<file path="src/rtl/snapshot_trig.sv">
// Triggered snapshot buffer: records samples into a circular memory around a
// qualified trigger, then freezes for readback with logical index 0 = oldest word.
module snapshot_trig #(
  parameter int SWidth = 8,
  parameter int Depth  = 64,
  parameter int AWidth = 6
) (
  input  logic              clk,
  input  logic              reset,
  input  logic              arm,
  input  logic              en,
  input  logic [SWidth-1:0] data_in,
  input  logic              trigger,
  input  logic [AWidth:0]   post_len,
  input  logic [AWidth-1:0] rd_addr,
  output logic [SWidth-1:0] rd_data,
  output logic [1:0]        state,
  output logic              done,
  output logic [AWidth-1:0] trig_addr
);

  typedef enum logic [1:0] {
    IDLE  = 2'd0,
    ARMED = 2'd1,
    POST  = 2'd2,
    DONE  = 2'd3
  } state_t;

  localparam logic [AWidth:0] DEPTH_W = (AWidth+1)'(Depth);
  localparam logic [AWidth:0] ONE_W   = (AWidth+1)'(1);

  function automatic logic [AWidth:0] clamp_len(input logic [AWidth:0] len);
    if (len == '0)
      return ONE_W;
    else if (len > DEPTH_W)
      return DEPTH_W;
    else
      return len;
  endfunction

  function automatic logic [AWidth:0] sat_inc(input logic [AWidth:0] cnt);
    return (cnt >= DEPTH_W) ? DEPTH_W : cnt + ONE_W;
  endfunction

  state_t              state_q, state_nxt;
  logic [AWidth-1:0]   wr_ptr;
  logic [AWidth:0]     pre_cnt, pre_nxt;
  logic [AWidth:0]     rem_cnt, rem_nxt;
  logic [AWidth:0]     len_q, len_nxt;
  logic [AWidth-1:0]   trig_q, trig_nxt;
  logic                wr_en_p0;
  logic                pre_ok;
  logic [AWidth-1:0]   rd_phys_p0;
  logic [SWidth-1:0]   rd_data_p1;
  logic [SWidth-1:0]   mem [Depth];

  always_ff @(posedge clk or posedge reset) begin
    if (reset) begin
      state_q <= IDLE;
      wr_ptr  <= '0;
      pre_cnt <= '0;
      rem_cnt <= '0;
      len_q   <= ONE_W;
      trig_q  <= '0;
    end else begin
      state_q <= state_nxt;
      pre_cnt <= pre_nxt;
      rem_cnt <= rem_nxt;
      len_q   <= len_nxt;
      trig_q  <= trig_nxt;
      if (wr_en_p0)
        wr_ptr <= wr_ptr + 1'b1;
    end
  end

  // pre_ok uses the count before this cycle's write, so the trigger sample
  // itself is not counted as history.
  always_comb begin
    state_nxt = state_q;
    wr_en_p0  = 1'b0;
    pre_nxt   = pre_cnt;
    rem_nxt   = rem_cnt;
    len_nxt   = len_q;
    trig_nxt  = trig_q;
    pre_ok    = (pre_cnt >= (DEPTH_W - len_q));
    if (arm) begin
      state_nxt = ARMED;
      pre_nxt   = '0;
      len_nxt   = clamp_len(post_len);
    end else begin
      case (state_q)
        ARMED: begin
          if (en) begin
            wr_en_p0 = 1'b1;
            pre_nxt  = sat_inc(pre_cnt);
            if (trigger && pre_ok) begin
              trig_nxt  = wr_ptr;
              rem_nxt   = len_q - ONE_W;
              state_nxt = (len_q == ONE_W) ? DONE : POST;
            end
          end
        end
        POST: begin
          if (en) begin
            wr_en_p0 = 1'b1;
            rem_nxt  = rem_cnt - ONE_W;
            if (rem_cnt == ONE_W)
              state_nxt = DONE;
          end
        end
        default: ;
      endcase
    end
  end

  always_ff @(posedge clk) begin
    if (wr_en_p0)
      mem[wr_ptr] <= data_in;
  end

  // ---- read stage p0 -> p1: logical index rebased on the write pointer
  assign rd_phys_p0 = wr_ptr + rd_addr;

  always_ff @(posedge clk or posedge reset) begin
    if (reset)
      rd_data_p1 <= '0;
    else
      rd_data_p1 <= mem[rd_phys_p0];
  end

  assign rd_data   = rd_data_p1;
  assign state     = state_q;
  assign done      = (state_q == DONE);
  assign trig_addr = trig_q;

endmodule

</file>
<file path="config.mk">
export PLATFORM = sky130hd
export DESIGN_NAME = snapshot_trig
export DESIGN_NICKNAME = d
export VERILOG_FILES = /design/src/rtl/snapshot_trig.sv
export SDC_FILE = /design/constraint.sdc
export NUM_CORES = 1
export LEC_CHECK = 0
export CORE_AREA = 4 4 207 209
export DETAILED_ROUTE_END_ITERATION = 10
export DIE_AREA = 0 0 211 213
export GPL_TIMING_DRIVEN = 0
export PLACE_DENSITY_LB_ADDON = 0.15
export SKIP_LAST_GASP = 1
export SYNTH_ARGS = -nofsm -noshare
export SYNTH_HDL_FRONTEND = slang
export SYNTH_SLANG_ARGS = --single-unit
</file>
<file path="constraint.sdc">
create_clock -name clk -period 3.4 [get_ports clk]
set_input_delay 0.68 -clock clk [delete_from_list [all_inputs] [get_ports clk]]
set_output_delay 0.68 -clock clk [all_outputs]
set_load 0.05 [all_outputs]
</file>
* Yosys cells after proc, flatten, opt, wreduce, memory -nomap -nowiden
Memories as Yosys holds them, arrays and structs flattened. A register that Yosys moved wholly into a read port is not among the register bits.
Index checks and enable logic that the tools add are counted.
** Word-level totals
- Register bits after elaboration :: 35
- Output and inout port bits :: 17
- Logic and storage cells :: 62
- Memories :: 1
- Bits in writable memories :: 512
** Memory list
- mem :: words 64, width 8, rd ports 1, clocked after memory_dff 1, write ports 1, RTL line 55 : logic [SWidth-1:0] mem [Depth];
** Operators by class
- Reduce and logical (&&, ||, !) cells :: 11
- Add/sub/neg operators :: 6
- Muxes and demuxes :: 22
- Magnitude comparators :: 3
- Bitwise logic cells :: 1
- Equal/unequal tests :: 12
** Operator list (number)
- $mux W7 :: 9
- $eq A7 B1 Y1 const B :: 2
- $pmux W7 S2 :: 1
- $sub A7 B1 Y7 const B :: 2
- $ne A3 B3 Y1 const B :: 4
- $mux W2 :: 5
- $reduce_and A5 Y1 :: 2
- $add A7 B1 Y7 const B :: 1
- $ge A7 B7 Y1 :: 1
- $ge A7 B7 Y1 const B :: 1
- $gt A7 B7 Y1 const B :: 1
- $logic_not A7 Y1 :: 1
- $sub A7 B7 Y7 const A :: 1
- $add A6 B1 Y6 const B :: 1
- $add A6 B6 Y6 :: 1
- $mux W1 :: 6
- $ne A2 B2 Y1 const B :: 3
- $reduce_bool A2 Y1 :: 3
- $eq A2 B2 Y1 const B :: 2
- $pmux W2 S2 :: 1
- $reduce_and A4 Y1 :: 1
- $reduce_bool A3 Y1 :: 1
- $eq A2 B1 Y1 const B :: 1
- $reduce_and A2 Y1 :: 1
- other kinds (3) :: 3

* Logic depth before layout (Yosys ltp)
Gate-level depths: netlist of the first run.
- Word-level depth :: 7
- Gate-level depth with buffers :: 12
- Mapped depth without buffers :: 11

* Worst setup path before layout of the first run
No wires, ideal clock.
- Path kind :: register -> register
- Start :: register state_q[0] (netlist: state[0])
- End :: memory mem[31][0] (enable)
- Path slack :: 0.592 ns
- Clock period less this slack :: 2.808 ns
- Cell stages (with the launch flop) :: 8
- Path buffers :: 0
- Arrival :: 2.423 ns
- Cell sequence :: dfrtp_1 -> inv_1 -> ha_1 -> nor2_1 -> and3_1 -> and3_1 -> nand2_1 -> nor3b_1
** On the way
- Longest elaborated chain between the ends :: 6
- Elaborated cells between the ends (all ways) :: 7
- Classes of those cells :: eq/ne (2); mux (4); reduce/logical (1)
** Ends and longest elaborated chain
- start, declared :: RTL line 45 : state_t state_q, state_nxt;
- start signal, assigned :: RTL line 66 : state_q <= state_nxt;
- $eq A2 B2 Y1 / $eq A2 B1 Y1 (equally long branches) :: RTL line 91 : case (state_q)
- $reduce_or A2 Y1 (no line) *
- $mux W1 *
- $mux W1 * :: RTL line 86 : if (arm) begin
- $mux W1 * :: RTL line 117 : if (wr_en_p0)
- $mux W1 (not written as such) * :: RTL line 118 : mem[wr_ptr] <= data_in;
- end, declared :: RTL line 55
Every way passes the cells marked *; elsewhere a longest branch is shown, timed or not.

* Worst setup path in the final report of the first run
- Start :: input port rd_addr[0]
- End :: register rd_data_p1[6] (netlist: rd_data[6]) (read register of mem)
** On the way
- Longest elaborated chain between the ends :: 1
** Ends and longest elaborated chain
- start, declared :: RTL line 15 : input logic [AWidth-1:0] rd_addr,
- $add A6 B6 Y6 :: RTL line 122 : assign rd_phys_p0 = wr_ptr + rd_addr;
- end, declared :: RTL line 54 : logic [SWidth-1:0] rd_data_p1;
No other way between the ends.
A chain may end at the register's enable or synchronous reset.

==> results of run 1 <==
## Yosys cell counts (10+ instances only)
cell / count
dfrtp_1: 42
edfxtp_1: 512
ha_1: 22
nor2_1: 81
buf_2: 26
xnor2_1: 10
nand3_1: 44
clkbuf_1: 34
mux4_2: 129
o21ai_0: 11
nand3b_1: 16
inv_1: 20
a21oi_1: 16
nand2_1: 147
nand4_1: 33
## cells by family after synthesis
kind of cell / count (synthesis) / synth area share (%)
flip-flops: 555 / 73.5
AND/OR/NAND/NOR: 359 / 7.40
multiplexers: 138 / 13.4
buffers and inverters: 86 / 1.67
AO/OA/AOI/OAI: 68 / 2.03
adder cells (fa/ha/maj): 23 / 1.32
XOR/XNOR: 15 / 0.621
## placed cells by master, fill, tap and decap left out, drive strengths merged, types with 21 or more instances in the layout
cell | netlist | layout
edfxtp | 512 | 512
nand2 | 147 | 147
mux4 | 129 | 129
clkbuf | 34 | 103
nor2 | 81 | 81
buf | 32 | 52
nand3 | 44 | 44
dfrtp | 42 | 42
nand4 | 33 | 33
clkdlybuf4s50 | 0 | 33
ha | 22 | 22
inv | 20 | 21
## layout make-up
cell class	instances	share of cell area, %
flip-flops and latches	555	64.8
multi-input cells	603	22.0
clock buffers	72	5.92
well taps	532	2.62
repair buffers	50	2.17
plain buffers	66	1.25
clock inverters	28	0.936
inverters	20	0.296
## critical path, cell delays in order
cell and delay [ps]:
clkdlybuf4s50_1 530, ha_1 290, fa_1 490, buf_2 310, buf_2 380, mux4_2 360
mux2i_1 250, o21ai_0 110, o22ai_1 220, mux2i_1 200
## sequential cells by signal (all words and copies together) (netlist names)
register	flops
len_q	7
rd_data	8
wr_ptr	6
state	2
trig_addr	6
pre_cnt	7
rem_cnt	7
mem	512
## how the worst min path moves through the flow
stage                 start  cells after the start      endpoint  slack (ps)
3_5_place_dp   trig_addr[0]                      1  trig_addr[0]         500
2_1_floorplan    rem_cnt[1]                      2    rem_cnt[1]         460
4_1_cts               reset                      2     wr_ptr[2]         380
3_3_place_gp   trig_addr[3]                      1  trig_addr[3]         490
6_report              reset                      2     wr_ptr[2]         400
5_1_grt               reset                      2     wr_ptr[2]         420
## power by group through the flow
stage               Sequential, mW  Combinational, mW  Clock, mW
global placement              8.02               7.89          0
finish                        7.87               7.99       5.87
detailed placement            8.01               7.99          0
CTS                           7.87               8.04       5.95
floorplan                     8.16               5.13          0
global route                  7.90               8.56       6.26
## through the flow
stage	hold WS [ps]	worst slack (ps)	setup TNS (ps)	std cells	instance area [um^2]
after global placement	491	-817	-178720	1817	23500
after floorplan	464	592	0	1244	22400
after CTS	377	-7.63	-7.63	1926	25400
final	403	-18.9	-18.9	1926	25400
after global routing	425	-60.2	-94.9	1926	25400
after detailed placement	499	-920	-191470	1826	23600
## repair_timing
item / 4_1_cts / 5_1_grt
hold buffers: 0 / 0
hold endpoints to repair: 0 / 0
setup endpoints to repair: 264 / 30
pin swaps: 0 / 0
resized for setup: 10 / 22
## routing by layer
layer / wire length, um / part of all wire [%]
met5: 0 / 0
met2: 24200 / 48
met1: 21500 / 43
met3: 3210 / 6.4
met4: 1440 / 2.9
==> impl_metrics.yaml, run 1 <==
global_routing:
  gr-usage-all-layers_pct: 22.8
  antenna_found_initial: 0
  grtUsageMet3_pct: 3.95
  use_met2_pct: 35.8
  grt_max_degree: 65
  use_met1_pct: 33.1
  grt_pass1_vias: 11838
  top_usage_layer: "met2"
  grt_pass1_wl_um: 75400
  grt-ovfl-total: 0
critical_path:
  cp-start-kind: "input port"
  critPathRequiredTime_ps: 3830
  crit_end: "rd_data[6]"
  r2r-start: "wr_ptr[0]"
  cp_max_fo: 10
  path_class: "input port to flip-flop"
  rr_worst_depth: 9
  rrSetupSlack_ps: 40
  worstReg2RegEnd: "rd_data[6]"
  cp-startpoint: "rd_addr[0]"
  cp.arrival_ps: 3850
  end_kind: "flip-flop"
pwr:
  swShare_pct: 34.8
  pwr-share-seq_pct: 36.2
  power_frac_clock_pct: 27.0
  finalPower_mw: 21.7
  internal_power_mw: 14.2
  irDropWorstVdd_uv: 523
  power_density_mw_per_mm2: 856
  leakage_nw: 8.36
  combPwrFrac_pct: 36.8
  p_sw_mw: 7.55
detailed_routing:
  routed-via-count: 11700
  wirelength_um: 50400
  drcViolationCount: 0
  dr.pass1.iters: 5
  drtIter0Drc: 1177
  wl_per_cell_um: 26.2
  viasPerCell: 6.07
  antenna_left: 0
logic_synthesis:
  ys_seq_elements: 555
  synth_top_area_share_pct: 68.7
  ys_warn_count: 0
  synth.yosys.seq_area_share_pct: 73.5
  syn-num-nets: 1293
  synth.area.top_cells: "edfxtp_1 (69%), mux4_2 (13%), dfrtp_1 (4.7%), nand2_1 (2.5%), nor2_1 (1.4%)"
  synth-edff-count: 512
  synth_flop_cell: "edfxtp_1"
  syn_inst: 1244
  netlist_area_mm2: 0.0224
  synthArstFlopShare_pct: 7.75
  yosys.area.top_type: "edfxtp_1"
  yosysUniqueCellTypes: 56
  syn_area_per_cell_um2: 18.0
cells_and_area:
  nets: 1400
  drive_gt1_share_pct: 21.3
  regArea_mm2: 0.0165
  fillCellCount: 2962
  area_delta_synth_final_pct: 13.5
  diodes: 0
  final_util_pct: 62.2
  multiInputGateArea_mm2: 0.00559
timing:
  fmax_ghz: 0.292
  fin_crit_sh_pct: 101
  finalSetupViolCount: 1
  slew_headroom_pct: 18.8
  rsz0062_at_grt: "yes"
  tightest_slew_ps: 1210
  clock_skew_ps: 16.3
  setup_ws_ps: -18.9
  period_needed_ps: 3420
  slew_viol_final: 0
  hold_viol: 0
die:
  start_util_pct: 54.8
  die_w_um: 211
  core_mm2: 0.0408
  dieHeight_um: 213
  dieArea_mm2: 0.0449
  ioPinCount: 43
  num_rows: 74
clocking:
  numCtsBuffers: 55
  clk_latency_ps: 600
  clock-sinks: 555
  cts_htree_levels: 2
  cts_buffer_depth: 3
  clk_pin_slew_ps: 70
  ctsRootBufferMaster: "clkbuf_16"
  tritoncts: "done"
  post-cts-setup-buffers: 0
placed_design:
  globalplace.congestion: 0.882
  dpl.hpwl_um: 33400
  io_buffers: 41
status:
  status: "finished with violations"
  violations: "setup timing"
job:
  maxCapViolations: 0
hold_path:
  min_path_type: "input port to asynchronous set/reset pin"
(Power assumes the default switching activity.)
==> inputs of run 2 (changes only) <==
- CORE_AREA: 4 4 207 209 -> 4 4 279 281
- DIE_AREA: 0 0 211 213 -> 0 0 283 285
- clock period: 3.4 -> 2.81 ns (I/O delays scaled with it)
==> impl_metrics.yaml, run 2 (synthesis gave the netlist of run 1 again) <==
timing:
  period_needed_ps: 2850
  setup_ws_ps: -40.8
  slew_headroom_pct: 28.4
  finalSetupViolCount: 2
  hold_viol: 0
  rsz0062_at_grt: "yes"
  slew_viol_final: 0
  fin_crit_sh_pct: 101
  tightest_slew_ps: 1070
  fmax_ghz: 0.351
  clock_skew_ps: 24.2
status:
  violations: "setup timing"
  status: "finished with violations"
global_routing:
  antenna_found_initial: 0
  gr-usage-all-layers_pct: 14.4
  grt_pass1_vias: 12327
  grt-ovfl-total: 0
  grt_max_degree: 56
  grt_pass1_wl_um: 85300
cells_and_area:
  final-instance-count-excl-fill: 2414
  area_delta_synth_final_pct: 22.7
  final_cell_mix: "edfxtp_1 (512), nand2_1 (132), mux4_2 (129), clkbuf_16 (63), nor2_4 (48)"
  nets: 1443
  diodes: 0
  fillCellCount: 7000
  largest_register: "mem"
  largest_register_ffs: 512
  drive_gt1_share_pct: 32.4
  mostFrequentLayoutCell: "edfxtp_1"
placed_design:
  globalplace.congestion: 0.766
  dpl.hpwl_um: 39000
  dp.cells: 2272
  io_buffers: 41
die:
  dieHeight_um: 285
  dieArea_mm2: 0.0807
  start_util_pct: 29.7
  die_w_um: 283
  core_mm2: 0.0754
  ioPinCount: 43
  num_rows: 101
pwr:
  pwr-share-seq_pct: 32.7
  internal_power_mw: 18.7
  finalPower_mw: 29.1
  combPwrFrac_pct: 41.9
  irDropWorstVdd_uv: 509
  p_sw_mw: 10.4
  leakage_nw: 8.82
  power_frac_clock_pct: 25.3
  swShare_pct: 35.7
  power_density_mw_per_mm2: 1060
clocking:
  cts_hold_buffers: 0
  cts_buffer_depth: 3
  clock-sinks: 555
  ctsRootBufferMaster: "clkbuf_16"
  numCtsBuffers: 58
  clk_latency_ps: 610
  cts_htree_levels: 2
  clk_pin_slew_ps: 60
  tritoncts: "done"
detailed_routing:
  drcViolationCount: 0
  viasPerCell: 4.87
  drtIter0Drc: 880
  dr.pass1.iters: 5
  wirelength_um: 58300
  wl_per_cell_um: 24.1
  routed-via-count: 11756
  antenna_left: 0
critical_path:
  path_class: "input port to flip-flop"
  end_kind: "flip-flop"
  cp.arrival_ps: 3310
  cp-start-kind: "input port"
  cp_max_fo: 7
  critPathRequiredTime_ps: 3270
hold_path:
  min_path_type: "input port to asynchronous set/reset pin"
job:
  maxCapViolations: 0
==> run 2: cell types whose count changed in the layout (fill, tap and decap cells not counted), sizes merged <==
cell           delta
dlygate4sd2       +1
bufinv            +1
buf              +43
clkdlybuf4s50     -1
clkinv            +3
clkinvlp          -5
==> run 2: path summary, 6_finish.rpt <==
| kind | from | slack, ps | end | depth (start not counted) |
|---|---|---|---|---|
| worst max-delay path | rd_addr[1] | -40 | rd_data[0] | 9 |
| worst min-delay path | reset | 220 | len_q[3] | 2 |
| worst max register to register | wr_ptr[0] | -40 | rd_data[0] | 9 |
| worst min register to register | trig_addr[0] | 510 | trig_addr[0] | 1 |
| max in group asynchronous | reset | 2050 | wr_ptr[1] | 3 |
| min in group clk | data_in[6] | 330 | mem[50][6] | 1 |
==> run 2: metrics by stage <==
stage	TNS [ps]	util, %	setup WS, ps	area (um^2)	hold WS (ps)
after floorplan	0	-	1.99	22400	464
after global placement	-681690	31.8	-1430	24000	497
after detailed placement	-416930	32.0	-1380	24200	503
after CTS	-36080	35.8	-228	27000	189
after global routing	-2600	36.4	-98.9	27500	218
final	-43.6	36.4	-40.8	27500	221
==> run 2: what timing repair did <==
action / CTS / global route
gates cloned: 2 / 1
endpoints found under the setup margin: 533 / 380
buffers inserted: 22 / 19
resized for setup: 211 / 84
pin swaps: 33 / 36
==> run 2: worst max-delay path, cell delays in order <==
cell and delay [ps]:
clkdlybuf4s50_1 560, fa_2 710, buf_12 150, buf_12 130, mux4_2 350, nand2_2 80, nand4_1 200, nand4_1 370
o211ai_1 180
==> run 2: final cells by class <==
cell class / count / area, um^2 / share of cell area [%]
Buffer: 64 / 544 / 1.98
Clock inverter: 27 / 235 / 0.857
Tap cell: 978 / 1220 / 4.46
Clock buffer: 75 / 1560 / 5.67
Inverter: 20 / 75.1 / 0.273
Sequential cell: 555 / 16500 / 59.9
Multi-Input combinational cell: 603 / 6380 / 23.2
Timing Repair Buffer: 92 / 981 / 3.57
==> run 2: power by group through the flow <==
stage                     clock, mW  sequential [mW]  combinational, mW
after floorplan                   0             9.87               6.20
after global placement            0             9.71               10.2
after detailed placement          0             9.69               10.2
after CTS                      7.57             9.52               12.0
after global routing           7.94             9.55               13.0
final                          7.37             9.52               12.2
==> run 2: metal layers <==
metal / wire length [um] / vias to the layer above / share of wire, % / track usage, %
met2: 27500 / 203 / 47 / 23.1
met5: 0 / - / 0 / 0
met3: 2430 / 86 / 4.2 / 2.93
met4: 1560 / 0 / 2.7 / 4.08
li1: - / 5241 / - / -
met1: 26800 / 6226 / 46 / 19.8
==> inputs of run 3 (changes only) <==
- GPL_ROUTABILITY_DRIVEN: unset -> 1
==> results of run 3 <==
The final DEF is identical to that of run 2; final timing and power are the same.
==> RTL edit 1, RTL diff (flow settings as in run 1) <==
Set the parameter `AWidth` to 4 (it was 6).
--- a/src/rtl/snapshot_trig.sv
+++ b/src/rtl/snapshot_trig.sv
@@ -3,7 +3,7 @@
 module snapshot_trig #(
   parameter int SWidth = 8,
   parameter int Depth  = 64,
-  parameter int AWidth = 6
+  parameter int AWidth = 4
 ) (
   input  logic              clk,
   input  logic              reset,
Interface: changed (resized post_len, rd_addr and trig_addr); port bits go from 43 to 37. No check against the original RTL was run, so the function may have changed too.
==> RTL edit 1 against run 1 <==
Sequential cell count is 399 lower; power is 69% lower; synthesized cell count is 70% lower; non-clock buffer count is 65 lower; combinational power is 69% lower; critical path type unchanged; critical path depth is 2 lower; setup slack better by 0.22 ns; core utilization is 42 points lower; area after synthesis is 71% lower; sequential share of layout area is 9.1 points lower; wire length is 68% lower; design area is 68% lower; die area stayed put.
==> RTL edit 1: results (changes against run 1) <==
* Met3 Routed Length at 705 um (-78%)
* Worst Reg-to-Reg Cells at 7 (-2)
* Slowest stage cell, crit path: fa_1
* GP Congestion at 0.678 (-23%)
* FFs w/ async S/R, synth at 0.179 (+0.102)
* Port bufs at 35 (-15%)
* Initial antenna violation count at 1 (+1)
* Status: completed
* Hold Worst Slack at 0.509 ns (+0.106 ns)
* Xor/xnor share of the synthesized area at 0.0136 (+0.00735)
* Top post-synthesis cells by count: edfxtp_1 (128), mux4_2 (32), dfrtp_1 (27)
* Placed Instances at 935 (-49%)
* Placed Area at 7500 um2 (-68%)
* H-tree level count at 4 (+2)
* M3 GR Usage at 0.0217 (-0.0178)
* DRT met1 WL at 7630 um (-64%)
* Nets at 461 (-67%)
* Terminus of the critical flop-to-flop path: rd_data[3]
* Cts bufs inserted at 17 (-69%)
* Mux contribution to synthesized area at 0.133 (-0.00162)
* DRT iter0 DRCs at 179 (-85%)
* CP peak stage delay at 0.73 ns (+0.20 ns)
* Netlist cell types at 44 (-21%)
* GRT met2 Usage at 0.118 (-0.240)
* Non-filler cells in the finished layout at 968 (-50%)
* DR top layer: met5
* Synth Area in Compound Gates at 0.0440 (+0.0237)
* Total of fill cells in the finished design at 4,278 (+44%)
* Dpl ws at -0.762 ns (+0.158 ns)
* DRT Pass-1 Iters at 4 (-1)
* Synth Instances at 368 (-70%)
* Largest net degree at the start of global routing at 29 (-55%)
* Global-route wire length before repair at 24,100 um (-68%)
* Leak at 0.00265 uW (-68%)
* Met1 GRT Util at 0.102 (-0.229)
* Adder-cell area share of the yosys netlist at 0.0321 (+0.0189)
* Sw Share at 0.352 (+0.00415)
* VDD IR max at 364 uV (-30%)
* Clock skew at 0.0122 ns (-0.00407 ns)
* Final HPWL DP at 11,100 um (-67%)
* Post-cts sizing count at 3 (-7)
* CP arrival at 3.45 ns (-0.40 ns)
* Vias per cell at 3.47 (-43%)
* All-Layer GR Usage at 0.0748 (-0.154)
-- RTL edit 1: cell count changes after synthesis, sizes merged, moves of 21 or more --
cell,delta
buf,-21
clkbuf,-30
edfxtp,-384
mux4,-97
nand2,-136
nand3,-41
nand4,-30
nor2,-61
-- RTL edit 1: power by group through the flow --
| stage | combinational [uW] | sequential, uW | clock, uW |
|---|---|---|---|
| 6_report | 2480 | 2340 | 2010 |
| 5_1_grt | 2730 | 2370 | 2160 |
| 4_1_cts | 2540 | 2350 | 2070 |
| 3_5_place_dp | 2530 | 2390 | 0 |
| 3_3_place_gp | 2540 | 2380 | 0 |
| 2_1_floorplan | 1380 | 2620 | 0 |
-- RTL edit 1: layout make-up --
class	instances	area (um2)	share of cell area
Buffer	15	80.1	0.00980
Inverter	13	48.8	0.00597
Timing Repair Buffer	36	378	0.0463
Clock buffer	17	425	0.0521
Clock inverter	15	198	0.0242
Tap cell	532	666	0.0815
Sequential cell	156	4550	0.557
Multi-Input combinational cell	184	1830	0.224
==> RTL edit 2, RTL diff (settings of run 1) <==
Without the edit above. Remove the register `rd_data_p1`: a continuous assignment takes its place, so the output `rd_data` follows one clock earlier.
--- a/src/rtl/snapshot_trig.sv
+++ b/src/rtl/snapshot_trig.sv
@@ -121,12 +121,7 @@
   // ---- read stage p0 -> p1: logical index rebased on the write pointer
   assign rd_phys_p0 = wr_ptr + rd_addr;
 
-  always_ff @(posedge clk or posedge reset) begin
-    if (reset)
-      rd_data_p1 <= '0;
-    else
-      rd_data_p1 <= mem[rd_phys_p0];
-  end
+  assign rd_data_p1 = mem[rd_phys_p0];
 
   assign rd_data   = rd_data_p1;
   assign state     = state_q;
Behaviour: not the same (Yosys sat finds a counterexample within 4 cycles, from zero or initial values and one cycle with reset high).
==> RTL edit 2 against run 1 <==
The flow still finishes with violations (setup timing); power increased by 10%; clock skew is 0.013 ns higher; sequential cell count decreased by 8; wire length rose by 0.83%; core utilization increased by 1.2 points; design area rose by 2.0%; setup slack lost 0.73 ns; area after synthesis is 1.0% lower; critical path type is now flip-flop to output port; critical endpoint is now rd_data[6]; largest power group unchanged.
==> RTL edit 2: results (changes against run 1) <==
* Status: complete, but fails checks
* Failing checks: setup timing
* DRT iter0 DRCs at 1,055 (-10%)
* Worst r2r src: state[0]
* Data buffer area share at 0.0533 (+0.0191)
* Dpl ws at -2.08 ns (-1.16 ns)
* Seq/Total Area, Yosys at 0.734 (-0.00148)
* Slowest stage cell, crit path: fa_2
* Nets at 1,416 (+1.1%)
* Multi-input gates at 601 (-0.33%)
* Met3 Routed Length at 3900 um (+22%)
* Leak at 0.00858 uW (+2.6%)
* Final HPWL DP at 33,200 um (-0.60%)
* Synth Instances at 1,234 (-0.80%)
* R2R Setup Slk at 0.23 ns (+0.19 ns)
* Setup tns final at -5.70 ns (-5.68 ns)
* Setup violators final at 8 (+7)
* Layout clock area frac at 0.0680 (-0.000520)
* CP arrival at 3.47 ns (-0.38 ns)
* Terminus of the critical flop-to-flop path: mem[52][2]
* Final worst slack at -0.751 ns (-0.732 ns)
* Design Area, Final at 25,900 um2 (+2.0%)
* M3 GR Usage at 0.0483 (+0.00882)
* CLK BUF at 69 (-4.2%)
* Post-Route WL at 50,800 um (+0.83%)
* Cts bufs inserted at 54 (-1.8%)
* Global-route wire length before repair at 76,300 um (+1.2%)
* VDD IR max at 615 uV (+18%)
* Top post-synthesis cells by count: edfxtp_1 (512), nand2_1 (145), mux4_2 (129)
* Xor/xnor share of the synthesized area at 0.00588 (-0.000332)
* Sw Share at 0.361 (+0.0138)
* Area occupied by multi-input gates at 5760 um2 (+3.0%)
* All-Layer GR Usage at 0.231 (+0.00255)
* Nonclk buf count at 142 (+22%)
* Pwr dens at 924 nW/um2 (+7.9%)
* Seq area share at 0.628 (-0.0203)
* Hold Worst Slack at 0.443 ns (+0.0402 ns)
* CP peak stage delay at 0.57 ns (+0.04 ns)
* Mapped Nets at 1,283 (-0.77%)
* Rel. slew slack at 0.405 (+0.217)
* Placed Instances at 1,816 (-0.55%)
* Placed Area at 23,400 um2 (-0.65%)
* FFs w/ async S/R, synth at 0.0640 (-0.0135)
* GRT met2 Usage at 0.361 (+0.00354)
* Fraction of layout cells with a size suffix above 1 at 0.263 (+0.0499)
* Seq pwr at 7670 uW (-2.5%)
* Wire length per cell at 26.1 um (about the same)
* Logic inverters at 21 (+5.0%)
* Worst Reg-to-Reg Cells at 5 (-4)
* Netlist cell types at 58 (+3.6%)
* GP Congestion at 0.873 (-1.0%)
* Largest net degree at the start of global routing at 53 (-18%)
RTL edit 2: cell count changes in the layout (fill, tap and decap cells not counted), moves of 10 or more:
| cell | delta |
|---|---|
| buf_2 | -23 |
| buf_4 | +30 |
| buf_6 | +10 |
| clkbuf_1 | -15 |
| clkbuf_8 | +11 |
| clkdlybuf4s50_1 | -11 |
| dfrtp_1 | -10 |
| nand3_1 | -11 |
| nand3_2 | +11 |
RTL edit 2: what timing repair did:
item / CTS / global route
setup buffers: 7 / 17
gates cloned: 0 / 3
gates resized for setup: 123 / 54
pin swaps: 17 / 22
setup endpoints to repair: 8 / 69
RTL edit 2: how the worst max path moves through the flow:
stage	from	to	slack, ns	cells past startpoint
global route	wr_ptr[0]	rd_data[6]	-0.81	10
finish	wr_ptr[0]	rd_data[6]	-0.75	10
CTS	wr_ptr[0]	rd_data[4]	-0.83	11
detailed placement	rd_addr[0]	rd_data[2]	-2.08	9
floorplan	rd_addr[0]	rd_data[0]	-0.19	10
global placement	rd_addr[0]	rd_data[2]	-2.08	9
